[src/rtl/jtag_1149_d10_mstr_pkg.sv]
// Shared definitions for the IEEE 1149.10 master transmit scheduler:
// state encodings, packet type constants and parameter defaults.
package jtag_1149_d10_mstr_pkg;

    typedef enum logic [2:0] {
        ST_IDLE     = 3'd0,
        ST_LAUNCH   = 3'd1,
        ST_WAIT_TX  = 3'd2,
        ST_WAIT_RSP = 3'd3,
        ST_GAP      = 3'd4,
        ST_LPBK     = 3'd5,
        ST_ERROR    = 3'd6
    } sched_state_e;

    // Upper bits of every normal PEDDA packet type; the low bits carry the instruction code.
    localparam logic [4:0] PKT_PREFIX    = 5'b10110;
    // Chosen outside the PKT_PREFIX range so loopback packets are never mistaken for instructions.
    localparam logic [7:0] LPBK_PKT_TYPE = 8'h3C;

    localparam int MAX_RETRY_DEF = 4;
    localparam int IDLE_GAP_DEF  = 4;

endpackage

[src/rtl/jtag_1149_d10_mstr_gap_counter.sv]
// Loadable down-counter with terminal-count flag; times the inter-packet gap.
module jtag_1149_d10_mstr_gap_counter #(
    parameter int CNT_WIDTH = 5
) (
    input  logic                 clk_i,
    input  logic                 rst_i,
    input  logic                 load_i,
    input  logic [CNT_WIDTH-1:0] load_val_i,
    input  logic                 dec_i,
    output logic                 tc_o
);

    logic [CNT_WIDTH-1:0] cnt_q;
    logic [CNT_WIDTH-1:0] cnt_d;

    always_comb begin
        cnt_d = cnt_q;
        if (load_i) begin
            cnt_d = load_val_i;
        end else if (dec_i && (cnt_q != '0)) begin
            cnt_d = cnt_q - CNT_WIDTH'(1);
        end
    end

    always_ff @(posedge clk_i) begin
        if (rst_i) begin
            cnt_q <= '0;
        end else begin
            cnt_q <= cnt_d;
        end
    end

    // Terminal count only matters while the owner is actively counting.
    assign tc_o = dec_i && (cnt_q == '0);

endmodule

[src/rtl/jtag_1149_d10_mstr_tx_pkt_scheduler.sv]
// Master-side PEDDA packet scheduler: one outstanding packet at a time, with
// retry, flow-control stall, loopback arbitration and a sticky error state.
module jtag_1149_d10_mstr_tx_pkt_scheduler
    import jtag_1149_d10_mstr_pkg::*;
#(
    parameter int DATA_WIDTH = 8,
    parameter int MAX_RETRY  = MAX_RETRY_DEF,
    parameter int IDLE_GAP   = IDLE_GAP_DEF,
    parameter int CNT_WIDTH  = 5
) (
    input  logic                  clk,
    input  logic                  rst,
    input  logic                  instr_vld,
    input  logic [DATA_WIDTH-6:0] instr_type,
    output logic                  instr_rdy,
    input  logic                  lpbk_req,
    input  logic                  tx_pkt_done,
    input  logic                  rd_nxt_instr,
    input  logic                  instr_retry,
    input  logic                  scan_rsp_time_out,
    input  logic                  unrecoverable_error,
    input  logic                  suspend_xmission,
    input  logic                  exit_lpbk,
    input  logic                  err_clr,
    output logic                  send_pkt,
    output logic [DATA_WIDTH-1:0] send_pkt_type,
    output logic                  sched_busy,
    output logic                  sched_error,
    output logic [CNT_WIDTH-1:0]  retry_cnt
);

    localparam int                   TYPE_W     = DATA_WIDTH - 5;
    localparam logic [CNT_WIDTH-1:0] GAP_LOAD   = CNT_WIDTH'(IDLE_GAP - 1);
    localparam logic [CNT_WIDTH-1:0] RETRY_LAST = CNT_WIDTH'(MAX_RETRY - 1);

    sched_state_e          state_q,         state_d;
    logic [TYPE_W-1:0]     cur_type_q,      cur_type_d;
    logic                  instr_rdy_q,     instr_rdy_d;
    logic                  send_pkt_q,      send_pkt_d;
    logic [DATA_WIDTH-1:0] send_pkt_type_q, send_pkt_type_d;
    logic                  sched_busy_q,    sched_busy_d;
    logic                  sched_error_q,   sched_error_d;
    logic [CNT_WIDTH-1:0]  retry_cnt_q,     retry_cnt_d;
    logic                  relaunch_q,      relaunch_d;
    logic                  lpbk_sent_q,     lpbk_sent_d;

    logic gap_load;
    logic gap_dec;
    logic gap_tc;

    function automatic logic [CNT_WIDTH-1:0] sat_inc(input logic [CNT_WIDTH-1:0] v);
        return (v == '1) ? v : v + CNT_WIDTH'(1);
    endfunction

    assign gap_dec = (state_q == ST_GAP);

    jtag_1149_d10_mstr_gap_counter #(
        .CNT_WIDTH (CNT_WIDTH)
    ) u_gap_counter (
        .clk_i      (clk),
        .rst_i      (rst),
        .load_i     (gap_load),
        .load_val_i (GAP_LOAD),
        .dec_i      (gap_dec),
        .tc_o       (gap_tc)
    );

    always_comb begin
        state_d         = state_q;
        cur_type_d      = cur_type_q;
        instr_rdy_d     = 1'b0;
        send_pkt_d      = 1'b0;
        send_pkt_type_d = send_pkt_type_q;
        retry_cnt_d     = retry_cnt_q;
        relaunch_d      = relaunch_q;
        lpbk_sent_d     = lpbk_sent_q;
        gap_load        = 1'b0;

        unique case (state_q)
            ST_IDLE: begin
                if (lpbk_req) begin
                    state_d         = ST_LPBK;
                    send_pkt_type_d = DATA_WIDTH'(LPBK_PKT_TYPE);
                    lpbk_sent_d     = 1'b0;
                end else if (instr_vld) begin
                    state_d     = ST_LAUNCH;
                    cur_type_d  = instr_type;
                    instr_rdy_d = 1'b1;
                    retry_cnt_d = '0;
                end
            end
            ST_LAUNCH: begin
                if (!suspend_xmission) begin
                    state_d         = ST_WAIT_TX;
                    send_pkt_d      = 1'b1;
                    send_pkt_type_d = {PKT_PREFIX, cur_type_q};
                end
            end
            ST_WAIT_TX: begin
                if (tx_pkt_done) begin
                    state_d = ST_WAIT_RSP;
                end
            end
            ST_WAIT_RSP: begin
                // Success outranks a simultaneous retry; a fatal error outranks both.
                if (unrecoverable_error) begin
                    state_d = ST_ERROR;
                end else if (rd_nxt_instr) begin
                    state_d    = ST_GAP;
                    relaunch_d = 1'b0;
                    gap_load   = 1'b1;
                end else if (instr_retry || scan_rsp_time_out) begin
                    if (retry_cnt_q == RETRY_LAST) begin
                        state_d = ST_ERROR;
                    end else begin
                        state_d     = ST_GAP;
                        retry_cnt_d = sat_inc(retry_cnt_q);
                        relaunch_d  = 1'b1;
                        gap_load    = 1'b1;
                    end
                end
            end
            ST_GAP: begin
                if (gap_tc) begin
                    state_d = relaunch_q ? ST_LAUNCH : ST_IDLE;
                end
            end
            ST_LPBK: begin
                if (!lpbk_sent_q && !suspend_xmission) begin
                    send_pkt_d  = 1'b1;
                    lpbk_sent_d = 1'b1;
                end
                if (exit_lpbk) begin
                    state_d    = ST_GAP;
                    relaunch_d = 1'b0;
                    gap_load   = 1'b1;
                end
            end
            ST_ERROR: begin
                if (err_clr) begin
                    state_d     = ST_IDLE;
                    retry_cnt_d = '0;
                end
            end
            default: begin
                state_d = ST_IDLE;
            end
        endcase

        // Status flags follow the next state so they line up with state_q.
        sched_busy_d  = (state_d != ST_IDLE);
        sched_error_d = (state_d == ST_ERROR);
    end

    always_ff @(posedge clk) begin
        if (rst) begin
            state_q         <= ST_IDLE;
            cur_type_q      <= '0;
            instr_rdy_q     <= 1'b0;
            send_pkt_q      <= 1'b0;
            send_pkt_type_q <= '0;
            sched_busy_q    <= 1'b0;
            sched_error_q   <= 1'b0;
            retry_cnt_q     <= '0;
            relaunch_q      <= 1'b0;
            lpbk_sent_q     <= 1'b0;
        end else begin
            state_q         <= state_d;
            cur_type_q      <= cur_type_d;
            instr_rdy_q     <= instr_rdy_d;
            send_pkt_q      <= send_pkt_d;
            send_pkt_type_q <= send_pkt_type_d;
            sched_busy_q    <= sched_busy_d;
            sched_error_q   <= sched_error_d;
            retry_cnt_q     <= retry_cnt_d;
            relaunch_q      <= relaunch_d;
            lpbk_sent_q     <= lpbk_sent_d;
        end
    end

    assign instr_rdy     = instr_rdy_q;
    assign send_pkt      = send_pkt_q;
    assign send_pkt_type = send_pkt_type_q;
    assign sched_busy    = sched_busy_q;
    assign sched_error   = sched_error_q;
    assign retry_cnt     = retry_cnt_q;

endmodule

[config.mk]
export PLATFORM = sky130hd
export DESIGN_NAME = jtag_1149_d10_mstr_tx_pkt_scheduler
export DESIGN_NICKNAME = d
export VERILOG_FILES = /design/src/rtl/jtag_1149_d10_mstr_pkg.sv /design/src/rtl/jtag_1149_d10_mstr_gap_counter.sv /design/src/rtl/jtag_1149_d10_mstr_tx_pkt_scheduler.sv
export SDC_FILE = /design/constraint.sdc
export NUM_CORES = 1
export LEC_CHECK = 0
export CAP_MARGIN = 10
export CORE_ASPECT_RATIO = 0.8
export CORE_MARGIN = 2
export CORE_UTILIZATION = 49
export CTS_CLUSTER_DIAMETER = 100
export DETAILED_ROUTE_END_ITERATION = 16
export PLACE_DENSITY = 0.87
export SLEW_MARGIN = 15
export SYNTH_ARGS = -nofsm -noshare
export SYNTH_HDL_FRONTEND = slang
export SYNTH_SLANG_ARGS = --single-unit
[constraint.sdc]
create_clock -name clk -period 2.19 [get_ports clk]
set_clock_uncertainty 0.2 [all_clocks]
set_input_delay 0.438 -clock clk [delete_from_list [all_inputs] [get_ports clk]]
set_output_delay 0.438 -clock clk [all_outputs]
set_load 0.05 [all_outputs]
==> results of run 1 <==
final timing paths:
| kind | cells past startpoint | from | slack, ns | end |
|---|---|---|---|---|
| min reg2reg | 1 | lpbk_sent_q | 0.25 | send_pkt |
| max | 1 | send_pkt_type[5] | 0.09 | send_pkt_type[4] |
| min | 1 | lpbk_sent_q | 0.25 | send_pkt |
| max reg2reg | 7 | u_gap_counter.cnt_q[0] | 0.15 | sched_error |
layer usage:
layer | wire (um) | track usage [%] | vias up
met1 | 1580 | 27.5 | 630
li1 | - | - | 675
met3 | 187 | 5.81 | 6
met4 | 48 | 8.16 | 0
met2 | 1720 | 37.2 | 40
met5 | 0 | 0 | -
layout make-up:
type	count	area [sq um]	area share, %
Clock inverter	1	30.0	1.58
Multi-Input combinational cell	123	793	41.7
Clock buffer	3	41.3	2.17
Tap cell	38	47.5	2.50
Inverter	6	22.5	1.18
Timing Repair Buffer	45	405	21.3
Sequential cell	28	564	29.6
power by group through the flow:
stage	Sequential (mW)	Clock [mW]	Combinational, mW
2_1_floorplan	0.665	0	0.260
3_3_place_gp	0.605	0	0.461
3_5_place_dp	0.611	0	0.476
4_1_cts	0.601	0.409	0.481
5_1_grt	0.608	0.432	0.519
6_report	0.602	0.402	0.483
state kept, by name, indices dropped and copies added, names as in the netlist:
register,count
sched_error,1
retry_cnt,5
instr_rdy,1
sched_busy,1
u_gap_counter.cnt_q,5
state_q,3
send_pkt,1
lpbk_sent_q,1
relaunch_q,1
cur_type_q,3
send_pkt_type,6
placed cells by master (no fill, tap or decap), types with 2 or more instances in the layout:
cell type,count
nor3_1,7
clkbuf_8,3
nand3_1,6
and2_1,2
or3b_2,2
nor2b_1,3
o31ai_1,2
xor2_1,3
a31oi_1,2
inv_1,6
or2_0,2
ha_1,4
o2bb2ai_1,2
or4b_4,2
buf_4,18
nor2_1,19
a22oi_1,2
dfxtp_1,25
dfxtp_2,3
nand4b_1,2
nand2b_1,2
a21oi_1,9
o21ai_0,4
nand3b_1,4
nand2_1,12
nand4_1,4
clkdlybuf4s50_1,27
and3_1,2
nor3b_1,3
worst reg2reg max path, delay by kind of cell, from the launching register on:
family / cells / cell delay, ns
AND/OR/NAND/NOR: 4 / 0.98
flip-flops: 1 / 0.32
buffers and inverters: 2 / 0.26
adder cells (fa/ha/maj): 1 / 0.16
logic make-up (layout without fill, tap and decap cells):
family          count (synthesis)  in the layout  share of synthesized area, %
other cells                     1              1                         0.261
mux                             1              1                         0.696
xor+xnor                        4              4                          2.44
buf+inv                        16             55                          5.83
simple gates                   80             80                          31.6
flops                          28             28                          39.0
fa+ha+maj                       4              4                          3.48
compound gates                 33             33                          16.7
what timing repair did:
item / 4_1_cts / 5_1_grt
resized for setup: 0 / 1
hold buffers: 0 / 0
setup endpoints to repair: 0 / 2
through the flow:
step | hold WS [ns] | total power, mW | setup WS, ns | area, sq um
final | 0.254 | 1.49 | 0.0862 | 1900
after global routing | 0.283 | 1.56 | 0.0285 | 1900
after CTS | 0.260 | 1.49 | 0.0716 | 1900
after detailed placement | 0.247 | 1.09 | -0.143 | 1830
after global placement | 0.232 | 1.07 | -0.0978 | 1830
after floorplan | 0.214 | 0.925 | 0.145 | 1440
==> qor.yml, run 1 <==
htree_num_levels: 1
netSwitchingPower_mw: 0.480
final_cells: 244
max_slew_margin_pct: 66.7
crit_type: "register to output pin"
setup_violations: 0
synth_nets: 186
final_antenna_net_count: 0
dp_cells: 240
yosys_warnings: 0
vias: 1351
clkTransAtPathRegs_ns: 0.09
core_sq_mm: 0.00279
synth_top_area_share_pct: 39.0
post_cts_buffers: 0
rows: 17
ys_ff_latch: 28
synth_area_leader_cell: "dfxtp_1"
die_area_sq_mm: 0.00339
initial_core_util_pct: 51.6
first_iter_violations: 50
grt_pass1_wl_um: 5690
netlist_area_sq_mm: 0.00144
totalWireLength_um: 3530
cts_buffers: 3
power.share.clock_pct: 27.1
n_antenna_cell: 0
fillers: 227
tns_ns: 0
ioPinCount: 32
cp-start-kind: "register"
crit_family: "buffers and inverters"
synth_edf_count: 0
min_period_ns: 2.10
maxCapViolations: 0
max_freq_ghz: 0.475
ys_dominant_reg_cell: "dfxtp_1"
min_period_over_period_pct: 96.1
worstMarginPinSlew_ns: 0.495
p_leak_nw: 0.710
drive_above_1_share_pct: 16.5
cts_tree: "built"
die_h_um: 52.4
vdd_drop_max_mv: 0.497
antenna_found_initial: 0
dpl.hpwl_um: 2690
avgSynthCellArea_sq_um: 8.61
seq_power_share_pct: 40.5
gp_congestion: 0.846
cp_slowest_stage_delay_ns: 0.82
outcome: "finished clean"
netlist_top_cells_count: "dfxtp_1, nor2_1, nand2_1"
combPwrFrac_pct: 32.5
slowest_stage: "clkdlybuf4s50_1"
worstSkewPairLatency_ns: 0.27
cts-root-buf: "clkbuf_8"
port_buffers: 30
cp.required_ns: 1.55
utilization_pct: 68.3
synth_cells: 167
grt_usage_pct: 22.1
wl_per_cell_um: 14.5
grt_pass1_vias: 1295
drcViolationCount: 0
via_per_inst: 5.54
finalMaxSlewViolations: 0
final_nets: 226
synth_most_common_cell: "dfxtp_1"
overflow: 0
p_per_area_mw_per_mm2: 781
worstPathCellList: "clkdlybuf4s50_1"
crit_arrival_ns: 1.47
clock-sinks: 28
seq_area_frac_synth_pct: 39.0
end_kind: "output pin"
path_buf_inv: 1
switching_share_pct: 32.2
p_int_mw: 1.01
yosys-top-cells-area: "dfxtp_1, nor2_1, ha_1"
clock_path_buffers: 2
async_flop_share_pct: 0
grt_max_degree: 19
grt_setup_unrepaired: "false"
fp.dieW_um: 64.6
crit_fanout: 3
areaGrowthSynthToFinish_pct: 32.5
synth_cell_types: 52
dr.pass1.iters: 4
hold_viol_final: 0
hold_path.class: "register to register"
No activity file was read; power rests on OpenSTA's default activity.
==> run 2: changes to the inputs <==
--- a/constraint.sdc
+++ b/constraint.sdc
@@ -3,3 +3,3 @@
 set_input_delay 0.438 -clock clk [delete_from_list [all_inputs] [get_ports clk]]
 set_output_delay 0.438 -clock clk [all_outputs]
-set_load 0.05 [all_outputs]
+set_load 0.01 [all_outputs]
==> run 2 against run 1 <==
Hold slack gained 0.016 ns; largest power group unchanged; worst setup slack gained 0.025 ns; largest cell class unchanged; sequential cell count is the same; combinational power shrank 12%; die area is the same.
==> qor.yml, run 2 (synthesized netlist as in run 1, its figures left out) <==
p_per_area_mw_per_mm2: 735
dr.pass1.iters: 4
n_antenna_cell: 0
ioPinCount: 32
power.share.clock_pct: 28.3
finalMaxSlewViolations: 0
clock_path_buffers: 2
first_iter_violations: 46
final_common_cell: "clkdlybuf4s50_1"
htree_num_levels: 1
grt_usage_pct: 23.9
ff_latch_area_sq_um: 561
setup_violations: 0
crit_fanout: 13
max_slew_margin_pct: 56.0
switching_share_pct: 28.4
drcViolationCount: 0
fillers: 222
via_per_inst: 5.64
totalWireLength_um: 3690
postPlaceCellArea_sq_mm: 0.00185
max_freq_ghz: 0.481
final_antenna_net_count: 0
slowest_stage: "dfxtp_1"
worstSkewPairLatency_ns: 0.27
gp_congestion: 0.875
overflow: 0
multi_input_area_sq_um: 800
stdcell_area_sq_mm: 0.00193
fp.dieW_um: 64.6
antenna_found_initial: 0
min_period_over_period_pct: 94.9
cp-endpoint: "sched_busy"
worstReg2RegStart: "state_q[0]"
maxCapViolations: 0
cts-root-buf: "clkbuf_8"
r2r_setup_slack_ns: 0.11
r2r_cells: 5
cp_slowest_stage_delay_ns: 0.57
hold_viol_final: 0
vdd_drop_max_mv: 0.619
areaGrowthSynthToFinish_pct: 34.2
crit_type: "register to register"
cp-start-kind: "register"
grt_pass1_vias: 1378
port_buffers: 30
die_h_um: 52.4
cts_hold_buf: 0
crit_arrival_ns: 2.01
rows: 17
largest_reg_flops: 6
layout_common_cells: "clkdlybuf4s50_1, dfxtp_1, nor2_1"
final_nets: 228
grt_setup_unrepaired: "false"
clkTransAtPathRegs_ns: 0.09
cp.required_ns: 2.12
end_kind: "register"
outcome: "finished clean"
grt_max_degree: 17
cts_buffers: 3
initial_core_util_pct: 51.6
worstMarginPinSlew_ns: 0.654
reg2reg_to: "sched_busy"
worstPathCellList: "buf_4 > nor2b_1 > o22ai_1 > a221oi_1 > a31oi_1"
worstSetupStartpoint: "state_q[0]"
dpl.hpwl_um: 2810
clock-sinks: 28
die_area_sq_mm: 0.00339
wl_per_cell_um: 15.0
p_total_mw: 1.42
vias: 1388
p_int_mw: 1.02
hold-worst-slack_ns: 0.270
drive_above_1_share_pct: 14.9
cts_tree: "built"
netSwitchingPower_mw: 0.403
core_sq_mm: 0.00279
seq_power_share_pct: 41.7
p_leak_nw: 0.713
hold_path.class: "register to register"
grt_pass1_wl_um: 6210
combPwrFrac_pct: 30.0
min_period_ns: 2.08
## run 2: cell types whose count changed in the layout (fill, tap and decap cells not counted)
cell	delta
clkdlybuf4s50_1	+3
dfxtp_1	+3
dfxtp_2	-3
buf_4	-1
nor4b_1	-1
nor4b_2	+1
## run 2: through the flow
stage               setup TNS (ns)  util (%)  setup slack, ns  instances
floorplan                        0         -            0.283        167
global placement            -0.885      66.5           -0.111        242
detailed placement           -1.19      66.5           -0.160        242
CTS                              0      69.0            0.103        246
global route                     0      69.2           0.0444        246
finish                           0      69.2            0.111        246
## run 2: what timing repair did
item                                    4_1_cts  5_1_grt
setup buffers                                 0        0
endpoints found under the setup margin        0        1
resized for setup                             0        1
## run 2: area by class of cell
| cell class | count | area share (%) |
|---|---|---|
| Clock buffer | 3 | 2.14 |
| Clock inverter | 1 | 1.56 |
| Inverter | 6 | 1.17 |
| Multi-Input combinational cell | 123 | 41.4 |
| Sequential cell | 28 | 29.1 |
| Tap cell | 38 | 2.46 |
| Timing Repair Buffer | 47 | 22.2 |
## run 2: layer usage
layer	track usage, %	wire (um)	vias up
met5	0	0	-
met4	5.67	37	0
met3	5.38	231	4
met2	43.6	1760	46
met1	28.7	1660	653
li1	-	-	685
## run 2: worst min-delay path by stage
| stage | startpoint | endpoint | depth (start not counted) |
|---|---|---|---|
| after global routing | lpbk_sent_q | send_pkt | 1 |
| final | lpbk_sent_q | send_pkt | 1 |
| after global placement | lpbk_sent_q | send_pkt | 1 |
| after floorplan | lpbk_sent_q | send_pkt | 1 |
| after detailed placement | lpbk_sent_q | send_pkt | 1 |
| after CTS | lpbk_sent_q | send_pkt | 1 |
## run 2: power groups by stage
stage          Combinational, mW  Sequential, mW  Clock (mW)
2_1_floorplan              0.246           0.599           0
3_3_place_gp               0.397           0.599           0
3_5_place_dp               0.412           0.602           0
4_1_cts                    0.418           0.591       0.409
5_1_grt                    0.462           0.599       0.430
6_report                   0.426           0.592       0.401
## run 2: critical path: cells and delay by family, from the launching register on
family,cells,cell delay (ns)
AOI/OAI and AO/OA,3,0.78
DFF,1,0.57
buffers and inverters,1,0.21
and+or+nand+nor,1,0.17
==> run 3: changes to the inputs <==
- clock period: 2.19 -> 2.1 ns (I/O delays scaled with it)
==> run 3 against run 2 <==
Clock power rose by 7.0%; hold slack worse by 0.020 ns; register-to-register slack hardly changed; worst setup slack worse by 0.080 ns.
==> qor.yml, run 3 (synthesized netlist as in run 1, its figures left out) <==
maxCapViolations: 0
wl_per_cell_um: 16.5
drive_above_1_share_pct: 21.0
worstMarginPinSlew_ns: 0.628
clock-sinks: 28
fp.dieW_um: 64.6
grt_pass1_wl_um: 6620
max_slew_margin_pct: 57.7
cts_tree: "built"
hold_path.class: "register to register"
slowest_stage: "or4_1"
antenna_found_initial: 0
utilization_pct: 70.9
p_leak_nw: 0.725
hold_viol_final: 0
cts-root-buf: "clkbuf_8"
tns_ns: 0
setup_violations: 0
via_per_inst: 5.84
outcome: "finished clean"
grt_max_degree: 17
max_freq_ghz: 0.483
p_per_area_mw_per_mm2: 769
htree_num_levels: 1
die_area_sq_mm: 0.00339
drcViolationCount: 0
end_kind: "register"
port_buffers: 30
min_period_ns: 2.07
die_h_um: 52.4
final_antenna_net_count: 0
worstSkewPairLatency_ns: 0.28
vias: 1448
largest_reg_flops: 6
crit_type: "primary input to register"
grt_usage_pct: 25.6
ioPinCount: 32
dr.pass1.iters: 5
overflow: 0
final_common_cell: "clkdlybuf4s50_1"
rows: 17
gp_congestion: 0.849
final_nets: 230
post_cts_buffers: 0
areaGrowthSynthToFinish_pct: 37.5
grt_pass1_vias: 1431
core_sq_mm: 0.00279
cp-start-kind: "primary input"
cts_buffers: 3
first_iter_violations: 108
dpl.hpwl_um: 2920
initial_core_util_pct: 51.6
cp.required_ns: 2.05
finalMaxSlewViolations: 0
crit_fanout: 3
crit_arrival_ns: 2.02
n_antenna_cell: 0
post_cts_resized: 0
worstPathCellList: "clkdlybuf4s50_1 > or4_1 > o21ai_0 > nor4_1 > buf_4 > nor4b_2"
min_period_over_period_pct: 98.5
clkTransAtPathRegs_ns: 0.10
cp_slowest_stage_delay_ns: 0.58
fillers: 202
hold-worst-slack_ns: 0.251
vdd_drop_max_mv: 0.480
cts_hold_buf: 0
totalWireLength_um: 4100
clock_path_buffers: 2
layout_common_cells: "clkdlybuf4s50_1, dfxtp_1, buf_4"
## run 3: final timing paths
check	end	cells past startpoint	startpoint	slack, ns
setup / recovery	sched_error	6	unrecoverable_error	0.03
hold / removal	send_pkt	1	lpbk_sent_q	0.25
setup reg to reg	relaunch_q	6	retry_cnt[0]	0.10
hold reg to reg	send_pkt	1	lpbk_sent_q	0.25
## run 3: worst max-delay path, delay by kind of cell
kind	cells	cell delay (ns)
AO/OA/AOI/OAI	1	0.23
buffers and inverters	2	0.55
AND/OR/NAND/NOR	3	0.82
## run 3: metal layers
layer,vias to the layer above,wire length (um),track usage [%],share of wire (%)
met2,61,2030,44.8,50
met1,689,1720,31.2,42
li1,685,-,-,-
met3,13,254,4.73,6.2
met5,-,0,0,0
met4,0,94,10.6,2.3
## run 3: final cells by class
type / instances / area [sq um] / share of cell area, %
multi-input cells: 123 / 826 / 41.8
flip-flops and latches: 28 / 567 / 28.7
repair buffers: 49 / 443 / 22.4
well taps: 38 / 47.5 / 2.41
clock buffers: 3 / 41.3 / 2.09
clock inverters: 1 / 30.0 / 1.52
inverters: 6 / 22.5 / 1.14
## run 3: where the power goes
part | internal [mW] | leakage, nW | switching [mW]
sequential | 0.580 | 0.230 | 0.0548
clock | 0.255 | 0.0357 | 0.173
combinational | 0.238 | 0.459 | 0.219
total | 1.07 | 0.725 | 0.447
## run 3: per-stage QoR
stage	instance area, sq um	cells	setup slack [ns]	power, mW
floorplan	1440	167	0.193	0.881
global placement	1870	244	-0.186	1.04
detailed placement	1870	244	-0.238	1.06
CTS	1940	248	0.0512	1.49
global route	1980	248	-0.00835	1.60
finish	1980	248	0.0314	1.52
